--- config.mk ---
export PLATFORM = sky130hd
export DESIGN_NAME = btn_press_classifier_flat
export DESIGN_NICKNAME = d
export VERILOG_FILES = /design/src/rtl/fan_btn_pkg.sv /design/src/rtl/btn_press_classifier_if.sv /design/src/rtl/btn_debounce.sv /design/src/rtl/btn_press_classifier.sv /design/src/flat_wrapper.sv
export SDC_FILE = /design/constraint.sdc
export NUM_CORES = 1
export LEC_CHECK = 0
export BUFFER_PORTS_ARGS = -buffer_cell sky130_fd_sc_hd__clkbuf_2
export CORE_MARGIN = 2
export CORE_UTILIZATION = 60
export DETAILED_ROUTE_END_ITERATION = 6
export PLACE_DENSITY = 0.76
export SLEW_MARGIN = 30
export SYNTH_ARGS = -nofsm -noshare
export SYNTH_HDL_FRONTEND = slang
export SYNTH_SLANG_ARGS = --single-unit
--- constraint.sdc ---
create_clock -name clk -period 4.3 [get_ports clk]
set_input_delay 0.645 -clock clk [delete_from_list [all_inputs] [get_ports clk]]
set_output_delay 0.645 -clock clk [all_outputs]
set_load 0.005 [all_outputs]
--- src/rtl/fan_btn_pkg.sv ---
// Shared types and default timing for the push-button gesture classifier.
// Defaults assume a 100 MHz system clock.
package fan_btn_pkg;

    typedef enum logic [2:0] {
        IDLE      = 3'd0,
        PRESSED   = 3'd1,
        LONG_HELD = 3'd2,
        WAIT_2ND  = 3'd3,
        PRESSED_2 = 3'd4
    } btn_state_e;

    localparam int DEF_DEBOUNCE_CYC = 1_000_000;
    localparam int DEF_LONG_CYC     = 100_000_000;
    localparam int DEF_DCLICK_CYC   = 30_000_000;
    localparam int DEF_ACTIVE_LOW   = 1;

    function automatic int max_int(input int a, input int b);
        return (a > b) ? a : b;
    endfunction

endpackage

--- src/rtl/btn_press_classifier_if.sv ---
// Button pin plus the debounced level, gesture pulses and busy flag.
// master = classifier side, slave = consumer/driver side.
interface btn_press_classifier_if;
    logic btn_raw;
    logic btn_level;
    logic short_press;
    logic long_press;
    logic double_click;
    logic busy;

    modport master (
        input  btn_raw,
        output btn_level,
        output short_press,
        output long_press,
        output double_click,
        output busy
    );

    modport slave (
        output btn_raw,
        input  btn_level,
        input  short_press,
        input  long_press,
        input  double_click,
        input  busy
    );
endinterface

--- src/rtl/btn_debounce.sv ---
// Two-flop synchroniser, polarity normalisation and level debouncer.
// btn_level_o is 1 while pressed; a clean pin edge reaches it DEBOUNCE_CYC+2 cycles later.
module btn_debounce
    import fan_btn_pkg::*;
#(
    parameter int DEBOUNCE_CYC = DEF_DEBOUNCE_CYC,
    parameter int ACTIVE_LOW   = DEF_ACTIVE_LOW
) (
    input  logic clk,
    input  logic reset_n,
    input  logic btn_raw_i,
    output logic btn_level_o
);

    localparam int   CNT_W      = $clog2(DEBOUNCE_CYC) + 1;
    localparam logic ACT_LOW_L  = (ACTIVE_LOW != 0);
    // The first differing cycle clears the counter, so the flip happens at count DEBOUNCE_CYC-2.
    localparam logic [CNT_W-1:0] CNT_LAST = CNT_W'(DEBOUNCE_CYC - 2);

    logic             sync1_q;
    logic             sync2_q;
    logic             prev_q;
    logic             level_q;
    logic             level_d;
    logic [CNT_W-1:0] cnt_q;
    logic [CNT_W-1:0] cnt_d;
    logic             pressed;

    assign pressed = sync2_q ^ ACT_LOW_L;

    always_comb begin
        cnt_d   = '0;
        level_d = level_q;
        if ((pressed != level_q) && (pressed == prev_q)) begin
            if (cnt_q == CNT_LAST) begin
                level_d = pressed;
            end else begin
                cnt_d = cnt_q + CNT_W'(1);
            end
        end
    end

    always_ff @(posedge clk or negedge reset_n) begin
        if (!reset_n) begin
            sync1_q <= ACT_LOW_L;
            sync2_q <= ACT_LOW_L;
            prev_q  <= 1'b0;
            level_q <= 1'b0;
            cnt_q   <= '0;
        end else begin
            sync1_q <= btn_raw_i;
            sync2_q <= sync1_q;
            prev_q  <= pressed;
            level_q <= level_d;
            cnt_q   <= cnt_d;
        end
    end

    assign btn_level_o = level_q;

endmodule

--- src/rtl/btn_press_classifier.sv ---
// Gesture classifier: turns a debounced button into short/long/double-click pulses.
// Each pulse is registered and lasts exactly one cycle; at most one is high at a time.
module btn_press_classifier
    import fan_btn_pkg::*;
#(
    parameter int DEBOUNCE_CYC = DEF_DEBOUNCE_CYC,
    parameter int LONG_CYC     = DEF_LONG_CYC,
    parameter int DCLICK_CYC   = DEF_DCLICK_CYC,
    parameter int ACTIVE_LOW   = DEF_ACTIVE_LOW
) (
    input  logic                   clk,
    input  logic                   reset_n,
    btn_press_classifier_if.master bus
);

    localparam int GCNT_W = $clog2(max_int(LONG_CYC, DCLICK_CYC)) + 1;
    localparam logic [GCNT_W-1:0] LONG_LAST   = GCNT_W'(LONG_CYC - 1);
    localparam logic [GCNT_W-1:0] DCLICK_LAST = GCNT_W'(DCLICK_CYC - 1);

    logic              level;
    logic              level_prev_q;
    logic              press_evt;
    logic              release_evt;
    btn_state_e        state_q;
    btn_state_e        state_d;
    logic [GCNT_W-1:0] gcnt_q;
    logic [GCNT_W-1:0] gcnt_d;
    logic [GCNT_W-1:0] gcnt_inc;
    logic              long_hit;
    logic              dclick_hit;
    logic              short_q;
    logic              short_d;
    logic              long_q;
    logic              long_d;
    logic              dbl_q;
    logic              dbl_d;
    logic              busy_q;

    btn_debounce #(
        .DEBOUNCE_CYC (DEBOUNCE_CYC),
        .ACTIVE_LOW   (ACTIVE_LOW)
    ) u_debounce (
        .clk         (clk),
        .reset_n     (reset_n),
        .btn_raw_i   (bus.btn_raw),
        .btn_level_o (level)
    );

    assign press_evt   = level & ~level_prev_q;
    assign release_evt = ~level & level_prev_q;

    // Saturating increment; a limit "hit" means this edge would bring the counter to it.
    assign gcnt_inc   = (gcnt_q == '1) ? gcnt_q : gcnt_q + GCNT_W'(1);
    assign long_hit   = (gcnt_inc == LONG_LAST);
    assign dclick_hit = (gcnt_inc == DCLICK_LAST);

    always_comb begin
        state_d = state_q;
        short_d = 1'b0;
        long_d  = 1'b0;
        dbl_d   = 1'b0;
        unique case (state_q)
            IDLE: begin
                if (press_evt) state_d = PRESSED;
            end
            PRESSED: begin
                if (release_evt) begin
                    state_d = WAIT_2ND;
                end else if (long_hit) begin
                    state_d = LONG_HELD;
                    long_d  = 1'b1;
                end
            end
            LONG_HELD: begin
                if (release_evt) state_d = IDLE;
            end
            WAIT_2ND: begin
                // A press on the timeout cycle still counts as the second click.
                if (press_evt) begin
                    state_d = PRESSED_2;
                end else if (dclick_hit) begin
                    state_d = IDLE;
                    short_d = 1'b1;
                end
            end
            PRESSED_2: begin
                if (release_evt) begin
                    state_d = IDLE;
                    dbl_d   = 1'b1;
                end else if (long_hit) begin
                    state_d = LONG_HELD;
                    long_d  = 1'b1;
                end
            end
            default: state_d = IDLE;
        endcase
        gcnt_d = (state_d != state_q) ? '0 : gcnt_inc;
    end

    always_ff @(posedge clk or negedge reset_n) begin
        if (!reset_n) begin
            state_q      <= IDLE;
            gcnt_q       <= '0;
            level_prev_q <= 1'b0;
            short_q      <= 1'b0;
            long_q       <= 1'b0;
            dbl_q        <= 1'b0;
            busy_q       <= 1'b0;
        end else begin
            state_q      <= state_d;
            gcnt_q       <= gcnt_d;
            level_prev_q <= level;
            short_q      <= short_d;
            long_q       <= long_d;
            dbl_q        <= dbl_d;
            busy_q       <= (state_d != IDLE);
        end
    end

    assign bus.btn_level    = level;
    assign bus.short_press  = short_q;
    assign bus.long_press   = long_q;
    assign bus.double_click = dbl_q;
    assign bus.busy         = busy_q;

endmodule

--- src/flat_wrapper.sv ---
// flat-port wrapper written by rule: the top's interface ports become plain ports
module btn_press_classifier_flat import fan_btn_pkg::*;
#(
    parameter int DEBOUNCE_CYC = DEF_DEBOUNCE_CYC,
    parameter int LONG_CYC     = DEF_LONG_CYC,
    parameter int DCLICK_CYC   = DEF_DCLICK_CYC,
    parameter int ACTIVE_LOW   = DEF_ACTIVE_LOW
)
  (clk, reset_n, bus_btn_raw, bus_btn_level, bus_short_press, bus_long_press, bus_double_click, bus_busy);
  btn_press_classifier_if bus_i ();
  input  logic clk;
  input  logic reset_n;
  input wire logic [$bits(bus_i.btn_raw)-1:0] bus_btn_raw;
  output wire logic [$bits(bus_i.btn_level)-1:0] bus_btn_level;
  output wire logic [$bits(bus_i.short_press)-1:0] bus_short_press;
  output wire logic [$bits(bus_i.long_press)-1:0] bus_long_press;
  output wire logic [$bits(bus_i.double_click)-1:0] bus_double_click;
  output wire logic [$bits(bus_i.busy)-1:0] bus_busy;
  assign bus_i.btn_raw = bus_btn_raw;
  assign bus_btn_level = bus_i.btn_level;
  assign bus_short_press = bus_i.short_press;
  assign bus_long_press = bus_i.long_press;
  assign bus_double_click = bus_i.double_click;
  assign bus_busy = bus_i.busy;
  btn_press_classifier #(.DEBOUNCE_CYC(DEBOUNCE_CYC), .LONG_CYC(LONG_CYC), .DCLICK_CYC(DCLICK_CYC), .ACTIVE_LOW(ACTIVE_LOW)) u_core (.clk(clk), .reset_n(reset_n), .bus(bus_i));
endmodule
==> impl_metrics.json, run 1 <==
{
  "setup_tns_ps": 0,
  "cts_setup_buffers": 0,
  "grt_usage": 0.2819,
  "largest_registers": "u_core.gcnt_q (28), u_core.u_debounce.cnt_q (21), u_core.state_q (3)",
  "hold_buffers": 0,
  "critPathKind": "register to register",
  "async_flop_share": 1.000,
  "nets": 431,
  "synthMuxAreaShare": 0.01122,
  "synth_seq_cells": 61,
  "arrival_ps": 4200,
  "crit_path_end_kind": "register",
  "postRouteAntennaNets": 0,
  "power_density_nw_per_um2": 306.3,
  "synth_fa_ha_area_frac": 0.01020,
  "yosys.area_share.simple": 0.3266,
  "layout_common_cells": "nor2_1, dfrtp_1, nand2_1",
  "synth_nets": 421,
  "synth_cells": 415,
  "final_cells": 505,
  "die_y_um": 82.33,
  "clk_pin_slew_ps": 70,
  "grt_max_degree": 44,
  "rsz0062_at_grt": "no",
  "max-vdd-ir-drop_mv": 0.2511,
  "coreArea_um2": 5921,
  "synth_warnings": 0,
  "ys_seq_area_frac": 0.4154,
  "worst_pin_slew_ps": 688.9,
  "synth.distinct_cells": 58,
  "grt_overflow": 0,
  "clock-sinks": 61,
  "critPathCapture": "u_core.gcnt_q[9]",
  "wl_per_cell_um": 17.30,
  "final_common_cell": "nor2_1",
  "die_area_um2": 6777,
  "cp_max_fo": 28,
  "vias_per_cell": 6.428,
  "cts_root_buf": "clkbuf_8",
  "syn_area_um2": 3681,
  "synth_top_family_by_area": "simple AND/OR/NAND/NOR gates",
  "insertion_delay_ps": 340,
  "initialDrtViolationCount": 256,
  "cts_buffer_depth": 2,
  "num_antenna_cells": 0,
  "htree_levels": 3,
  "numCtsBuffers": 9,
  "required_ps": 4530,
  "grt_pass1_wl_um": 14610,
  "first_pass_iters": 5,
  "rr_endpoint": "u_core.gcnt_q[9]",
  "syn_area_per_cell_um2": 8.870,
  "drv_cap": 0,
  "status": "finished, final reports clean",
  "grt_pass1_vias": 3115,
  "slowest_stage": "or4_1",
  "drc": 0,
  "fin_hold_ws_ps": 318.8,
  "place_ws_ps": 421.8,
  "area_delta_synth_final_pct": 10.16,
  "holdCritPathClass": "input pin to asynchronous set/reset pin",
  "finish.utilization": 0.6849,
  "slew_violations": 0,
  "reg2reg_depth": 11,
  "setup_ws_ps": 334.4,
  "cts_tree": "yes",
  "die_w_um": 82.33,
  "dp.cells": 489,
  "drt-total-wl_um": 8737,
  "fp-row-count": 28,
  "top_register": "u_core.gcnt_q",
  "post-route-period-util": 0.9222,
  "io_pins": 8,
  "dp_hpwl_um": 6185,
  "worstReg2RegStart": "u_core.gcnt_q[0]",
  "synth_compound_area_frac": 0.1254,
  "relSlewSlack": 0.5396,
  "critPathLaunchType": "register",
  "r2r_setup_slack_ps": 330,
  "slowest_delay_ps": 750,
  "synth_edf_count": 0,
  "initial_core_util": 0.6217,
  "antenna_found_initial": 0,
  "setup_violations": 0,
  "path_cells": "ha_1 -> nand4_2 -> or3_1 -> or4_1 -> nand4_1 -> xor2_1 -> nor3_1 -> a311oi_2 -> o32ai_4 -> buf_4 -> a211oi_1",
  "leakage_nw": 1.603,
  "synth_ff_type": "dfrtp_1",
  "synth-xor-area-share": 0.07852,
  "post-route-min-period_ps": 3966,
  "drive_gt1_frac": 0.1186,
  "vias": 3246,
  "crit_start": "u_core.gcnt_q[0]",
  "io_buffers": 7,
  "finalHoldViolCount": 0,
  "fmax_ghz": 0.2522,
  "fin_skew_ps": 14.62,
  "cts_resized": 0,
  "gp_congestion": 0.9516,
  "largest_reg_flops": 28
}
[critical path: cells and delay by family, from the launching register on]
| family | cells | cell delay (ps) |
|---|---|---|
| simple gates | 5 | 1870 |
| compound gates | 3 | 710 |
| flops | 1 | 410 |
| xor+xnor | 1 | 320 |
| fa+ha+maj | 1 | 290 |
| buf+inv | 1 | 240 |
[routing by layer]
metal,up-vias,global-route usage,wire length (µm)
met5,-,0,0
met3,31,0.05978,537
met4,0,0.1333,298
li1,1528,-,-
met2,117,0.4460,4013
met1,1570,0.3685,3888
[synth_stat cells, types with 4 or more instances]
| library cell | count | area (µm²) |
|---|---|---|
| nor2_1 | 65 | 244.0 |
| dfrtp_1 | 59 | 1476 |
| nand2_1 | 41 | 153.9 |
| xor2_1 | 19 | 166.4 |
| nand3_1 | 17 | 85.08 |
| a21oi_1 | 16 | 80.08 |
| nand4_1 | 16 | 100.1 |
| nor3_1 | 15 | 75.07 |
| xnor2_1 | 14 | 122.6 |
| nor4_1 | 13 | 81.33 |
| clkbuf_1 | 10 | 37.54 |
| nand2b_1 | 9 | 56.30 |
| inv_1 | 8 | 30.03 |
| o21ai_0 | 8 | 40.04 |
| a211oi_1 | 7 | 52.55 |
| or4_1 | 7 | 52.55 |
| and4_1 | 6 | 52.55 |
| buf_2 | 6 | 30.03 |
| nor3b_1 | 6 | 45.04 |
| or3_1 | 6 | 37.54 |
| a31oi_1 | 5 | 31.28 |
| and3_1 | 5 | 31.28 |
| nor2b_1 | 4 | 25.02 |
| or2_2 | 4 | 25.02 |
[logic make-up after synthesis]
| logic type | count (synthesis) |
|---|---|
| adder cells (fa/ha/maj) | 3 |
| AO/OA/AOI/OAI | 61 |
| XOR/XNOR | 33 |
| flip-flops | 61 |
| buffers and inverters | 26 |
| AND/OR/NAND/NOR | 227 |
| multiplexers | 4 |
[stage by stage]
step | area, µm² | total power, mW
2_1_floorplan | 3681 | 0.5940
3_3_place_gp | 3795 | 0.6077
3_5_place_dp | 3797 | 0.6089
4_1_cts | 4055 | 1.253
5_1_grt | 4055 | 1.283
6_report | 4055 | 1.242
[power by group]
group / switching, mW / internal (mW)
combinational: 0.0152 / 0.00282
sequential: 0.00210 / 0.577
clock: 0.228 / 0.418
[worst min-delay path by stage]
stage,start,to,depth (start not counted),slack [ps]
2_1_floorplan,reset_n,u_core.bus.busy,0,350
3_3_place_gp,u_core.u_debounce.sync1_q,u_core.u_debounce.sync2_q,0,350
3_5_place_dp,u_core.u_debounce.sync1_q,u_core.u_debounce.sync2_q,0,350
4_1_cts,reset_n,u_core.gcnt_q[22],1,340
5_1_grt,reset_n,u_core.gcnt_q[15],1,370
6_report,reset_n,u_core.gcnt_q[22],1,320
[cell type report]
type                       count  area [µm²]
tap                           75       93.84
clock buffer                  11       151.4
sequential                    61        1529
inverter                       8       30.03
clock inverter                 5       106.4
fill                         452        1866
timing repair buffer          17       112.6
multi-input combinational    328        2032
Note: power is estimated with default switching activity, not from simulation.
==> run 2: changes to the inputs <==
--- a/config.mk
+++ b/config.mk
@@ -6,6 +6,7 @@
 export NUM_CORES = 1
 export LEC_CHECK = 0
 export BUFFER_PORTS_ARGS = -buffer_cell sky130_fd_sc_hd__clkbuf_2
+export CORE_ASPECT_RATIO = 0.6
 export CORE_MARGIN = 2
 export CORE_UTILIZATION = 60
 export DETAILED_ROUTE_END_ITERATION = 6
==> run 2 against run 1 <==
- via count rose by 2.0%
- final cell count rose by 2.0%
- sequential share of layout area rose by 0.32 points
- combinational power barely moved
- global-route usage rose by 1.1 points
- clock-buffer cell count fell by 1
- design area fell by 0.83%
- register-to-register slack got worse by 20 ps
- clock power fell by 18%
- critical endpoint is now u_core.gcnt_q[4]
- largest cell class unchanged
==> impl_metrics.json, run 2 (synthesized netlist as in run 1, its figures left out) <==
{
  "post-route-period-util": 0.9271,
  "status": "finished, final reports clean",
  "num_antenna_cells": 0,
  "drt-total-wl_um": 9169,
  "largest_registers": "u_core.gcnt_q (28), u_core.u_debounce.cnt_q (21), u_core.state_q (3)",
  "die_y_um": 64.67,
  "reg2reg_depth": 11,
  "dpl_cell_area_um2": 3814,
  "nFillCells": 483,
  "finalInstanceArea_um2": 4021,
  "wl_per_cell_um": 17.80,
  "vias_per_cell": 6.427,
  "arrival_ps": 4250,
  "power_density_nw_per_um2": 280.5,
  "critPathKind": "register to register",
  "coreArea_um2": 6028,
  "leakage_nw": 1.577,
  "setup_tns_ps": 0,
  "dp_hpwl_um": 6698,
  "grt_usage": 0.2930,
  "io_buffers": 7,
  "cts_root_buf": "clkbuf_8",
  "setup_ws_ps": 313.5,
  "critPathLaunchType": "register",
  "drc": 0,
  "fmax_ghz": 0.2508,
  "clk_pin_slew_ps": 70,
  "antenna_found_initial": 0,
  "nets": 432,
  "holdCritPathClass": "input pin to asynchronous set/reset pin",
  "max-vdd-ir-drop_mv": 0.2040,
  "slew_violations": 0,
  "largest_reg_flops": 28,
  "grt_overflow": 0,
  "crit_path_end_kind": "register",
  "worst_pin_slew_ps": 684.9,
  "cts_setup_buffers": 0,
  "clock-sinks": 61,
  "initial_core_util": 0.6106,
  "final_common_cell": "nor2_1",
  "top_register": "u_core.gcnt_q",
  "crit_start": "u_core.gcnt_q[0]",
  "cp_max_fo": 16,
  "rsz0062_at_grt": "no",
  "die_w_um": 105.1,
  "register_area_um2": 1529,
  "fin_hold_ws_ps": 290.9,
  "insertion_delay_ps": 350,
  "grt_pass1_vias": 3028,
  "postRouteAntennaNets": 0,
  "die_area_um2": 6798,
  "drv_cap": 0,
  "cts_resized": 0,
  "numCtsBuffers": 9,
  "gp_congestion": 0.9361,
  "grt_pass1_wl_um": 15310,
  "required_ps": 4560,
  "first_pass_iters": 5,
  "cts_tree": "yes",
  "setup_violations": 0,
  "grt_max_degree": 38,
  "post-route-min-period_ps": 3986,
  "area_delta_synth_final_pct": 9.246,
  "drive_gt1_frac": 0.1206,
  "fin_skew_ps": 6.982,
  "htree_levels": 3,
  "multi_input_area_um2": 2032,
  "layout_common_cells": "nor2_1, dfrtp_1, nand2_1",
  "finalHoldViolCount": 0,
  "relSlewSlack": 0.5423,
  "hold_buffers": 0,
  "initialDrtViolationCount": 479,
  "vias": 3310,
  "cts_buffer_depth": 2,
  "io_pins": 8,
  "fp-row-count": 22,
  "place_ws_ps": 434.8,
  "worstReg2RegStart": "u_core.gcnt_q[0]"
}
-- run 2: through the flow --
stage          cells  power [mW]    util
2_1_floorplan    415      0.5940       -
3_3_place_gp     499      0.6082  0.6326
3_5_place_dp     499      0.6084  0.6326
4_1_cts          515       1.137  0.6671
5_1_grt          515       1.164  0.6671
6_report         515       1.128  0.6671
-- run 2: metal layers --
metal / wire length, µm / GRT usage / vias up
met5: 0 / 0 / -
met4: 150 / 0.06500 / 0
met3: 1120 / 0.1227 / 27
met2: 3507 / 0.3782 / 199
li1: - / - / 1538
met1: 4391 / 0.4484 / 1546
-- run 2: critical path, stage by stage (launching register included) --
cell and delay (ps):
dfrtp_1 430, ha_1 340, nand4_2 300, or3_1 560, or4_1 740, nand4_1 200
xor2_1 320, nor3_1 120, a311oi_2 320, o32ai_4 140, buf_4 210, a211oi_1 210
-- run 2: final cells by class --
cell class,instances,share of cell area
Clock buffer,10,0.03423
Clock inverter,6,0.01742
Inverter,8,0.007467
Multi-Input combinational cell,328,0.5053
Sequential cell,61,0.3802
Tap cell,84,0.02614
Timing Repair Buffer,18,0.02925
-- run 2: where the power goes --
group          total [mW]  switching, mW  internal (mW)
Sequential          0.579        0.00205          0.577
Combinational      0.0179         0.0153        0.00254
Clock               0.532          0.245          0.287
Total                1.13          0.262          0.866
-- run 2: path summary, 6_finish.rpt --
kind / end / slack, ps
setup / recovery: u_core.gcnt_q[4] / 310
hold / removal: u_core.u_debounce.cnt_q[18] / 290
setup reg to reg: u_core.gcnt_q[4] / 310
hold reg to reg: u_core.u_debounce.sync2_q / 360
max in group asynchronous: u_core.state_q[1] / 3100
min in group clk: u_core.u_debounce.sync2_q / 360
==> run 3: changes to the inputs <==
--- a/config.mk
+++ b/config.mk
@@ -14,4 +14,5 @@
 export SLEW_MARGIN = 30
 export SYNTH_ARGS = -nofsm -noshare
 export SYNTH_HDL_FRONTEND = slang
+export SYNTH_HIERARCHICAL = 1
 export SYNTH_SLANG_ARGS = --single-unit
==> run 3 against run 2 <==
- sequential power about the same
- largest cell class unchanged
- final cell count decreased by 5.6%
- hold slack better by 5.2 ps
==> impl_metrics.json, run 3 <==
{
  "status": "finished, final reports clean",
  "slowest_stage": "a211oi_4",
  "synth_nets": 395,
  "grt_pass1_wl_um": 15900,
  "clk_pin_slew_ps": 70,
  "setup_violations": 0,
  "power_density_nw_per_um2": 283.5,
  "area_delta_synth_final_pct": 9.525,
  "slowest_delay_ps": 530,
  "largest_registers": "u_core/gcnt_q (28), u_core/u_debounce/cnt_q (21), u_core/state_q (3)",
  "synth_seq_cells": 61,
  "critPathBufInv": 1,
  "leakage_nw": 1.595,
  "cp_max_fo": 13,
  "finalInstanceArea_um2": 3985,
  "slew_violations": 0,
  "synth_cells": 389,
  "worstReg2RegStart": "u_core/gcnt_q[0]",
  "finalHoldViolCount": 0,
  "clock-sinks": 61,
  "final_cells": 486,
  "arrival_ps": 4230,
  "syn_area_per_cell_um2": 9.353,
  "cts_buffer_depth": 2,
  "synth.distinct_cells": 66,
  "vias": 3234,
  "critPathLaunchType": "register",
  "largest_reg_flops": 28,
  "place_ws_ps": 476.0,
  "setup_tns_ps": 0,
  "synth_ff_type": "dfrtp_1",
  "wl_per_cell_um": 19.18,
  "critPathCapture": "u_core/gcnt_q[16]",
  "rr_endpoint": "u_core/gcnt_q[16]",
  "gp_congestion": 0.9920,
  "fmax_ghz": 0.2492,
  "finish.utilization": 0.6989,
  "synth_compound_area_frac": 0.1448,
  "vias_per_cell": 6.654,
  "cts_root_buf": "clkbuf_8",
  "grt_usage": 0.3097,
  "drt-total-wl_um": 9323,
  "cp.depth": 11,
  "die_area_um2": 6724,
  "cts_tree": "yes",
  "grt_overflow": 0,
  "crit_start": "u_core/gcnt_q[0]",
  "synth_fa_ha_area_frac": 0.01032,
  "synth_common_cells": "dfrtp_1, nor2_1, nand3_1, nand4_1, nand2_1",
  "antenna_found_initial": 0,
  "initial_core_util": 0.6381,
  "numCtsBuffers": 9,
  "post-route-min-period_ps": 4012,
  "power_mw": 1.130,
  "initialDrtViolationCount": 352,
  "path_delay_family": "simple AND/OR/NAND/NOR gates",
  "synth_edf_count": 0,
  "synth_top_family_by_area": "simple AND/OR/NAND/NOR gates",
  "postRouteAntennaNets": 0,
  "synth_warnings": 6,
  "path_cells": "ha_1 -> nand3_1 -> nor4_4 -> a21oi_1 -> xor2_1 -> o2111ai_1 -> nor4_2 -> nor3_1 -> a211oi_4 -> buf_4 -> a211oi_1",
  "io_pins": 8,
  "drv_cap": 0,
  "dp_hpwl_um": 6959,
  "grt_pass1_vias": 3030,
  "dp.cells": 470,
  "htree_levels": 3,
  "async_flop_share": 1.000,
  "synth_top_area_cell": "dfrtp_1",
  "die_y_um": 64.32,
  "yosys.area_share.simple": 0.3174,
  "synth_area_leaders": "dfrtp_1, nor2_1, nand4_1",
  "synth_most_common_cell": "dfrtp_1",
  "fin_hold_ws_ps": 296.1,
  "insertion_delay_ps": 350,
  "hold_buffers": 0,
  "required_ps": 4510,
  "worst_pin_slew_ps": 691.6,
  "setup_ws_ps": 287.7,
  "final_common_cell": "dfrtp_1",
  "fp-row-count": 21,
  "io_buffers": 7,
  "post-route-period-util": 0.9331,
  "synth-xor-area-share": 0.06018,
  "layout_common_cells": "dfrtp_1, nor2_1, nand3_1",
  "num_antenna_cells": 0,
  "top_register": "u_core/gcnt_q",
  "critPathKind": "register to register",
  "coreArea_um2": 5702,
  "crit_path_end_kind": "register",
  "drive_gt1_frac": 0.1305,
  "nets": 407,
  "max-vdd-ir-drop_mv": 0.2298,
  "synthMuxAreaShare": 0.005846,
  "first_pass_iters": 5,
  "synth_top_cell_area_share": 0.4058,
  "r2r_setup_slack_ps": 290,
  "holdCritPathClass": "input pin to asynchronous set/reset pin",
  "relSlewSlack": 0.5351,
  "die_w_um": 104.5,
  "cts_setup_buffers": 0,
  "reg2reg_depth": 11,
  "drc": 0,
  "rsz0062_at_grt": "no",
  "syn_area_um2": 3638,
  "cts_resized": 0,
  "dpl_cell_area_um2": 3777,
  "ys_seq_area_frac": 0.4202,
  "grt_max_degree": 41,
  "fin_skew_ps": 7.614
}
run 3: changes by cell type after synthesis, moves of 5 or more:
cell     before  now
xor2_1       19   12
nand2_1      41   19
nor2_1       65   41
and3_1        5   10
o31ai_1       1    8
run 3: cell families (layout without fill, tap and decap cells):
kind of cell | count (synthesis) | count (layout)
muxes | 2 | 2
buffers and inverters | 28 | 45
DFF | 61 | 61
adders and majority gates | 3 | 3
and+or+nand+nor | 196 | 196
AOI/OAI and AO/OA | 74 | 74
xor gates and xnor gates | 25 | 25
run 3: layout make-up:
cell class                 instances  area [µm²]
timing repair buffer              22       162.7
multi-input combinational        300        1959
sequential                        61        1529
inverter                           7       26.28
fill                             454        1717
tap                               80       100.1
clock inverter                     6       70.07
clock buffer                      10       137.6
run 3: per-layer routing:
| layer | GRT usage | share of wire | wire [µm] |
|---|---|---|---|
| met1 | 0.4751 | 0.48 | 4502 |
| met5 | 0 | 0 | 0 |
| met4 | 0.07939 | 0.0078 | 73 |
| met3 | 0.1337 | 0.14 | 1267 |
| met2 | 0.3873 | 0.37 | 3480 |
run 3: worst min path at each step:
stage	slack (ps)	depth (start not counted)	end	startpoint
after floorplan	350	0	u_core/bus.busy	reset_n
after global placement	350	0	u_core/u_debounce/sync2_q	u_core/u_debounce/sync1_q
after detailed placement	350	0	u_core/u_debounce/sync2_q	u_core/u_debounce/sync1_q
after CTS	310	1	u_core/u_debounce/btn_level_o	reset_n
after global routing	350	1	u_core/u_debounce/btn_level_o	reset_n
final	300	1	u_core/u_debounce/btn_level_o	reset_n
run 3: report_power, final:
part	switching, mW	internal, mW
clock network	0.245	0.287
registers	0.00203	0.577
logic	0.0159	0.00356
total	0.263	0.867
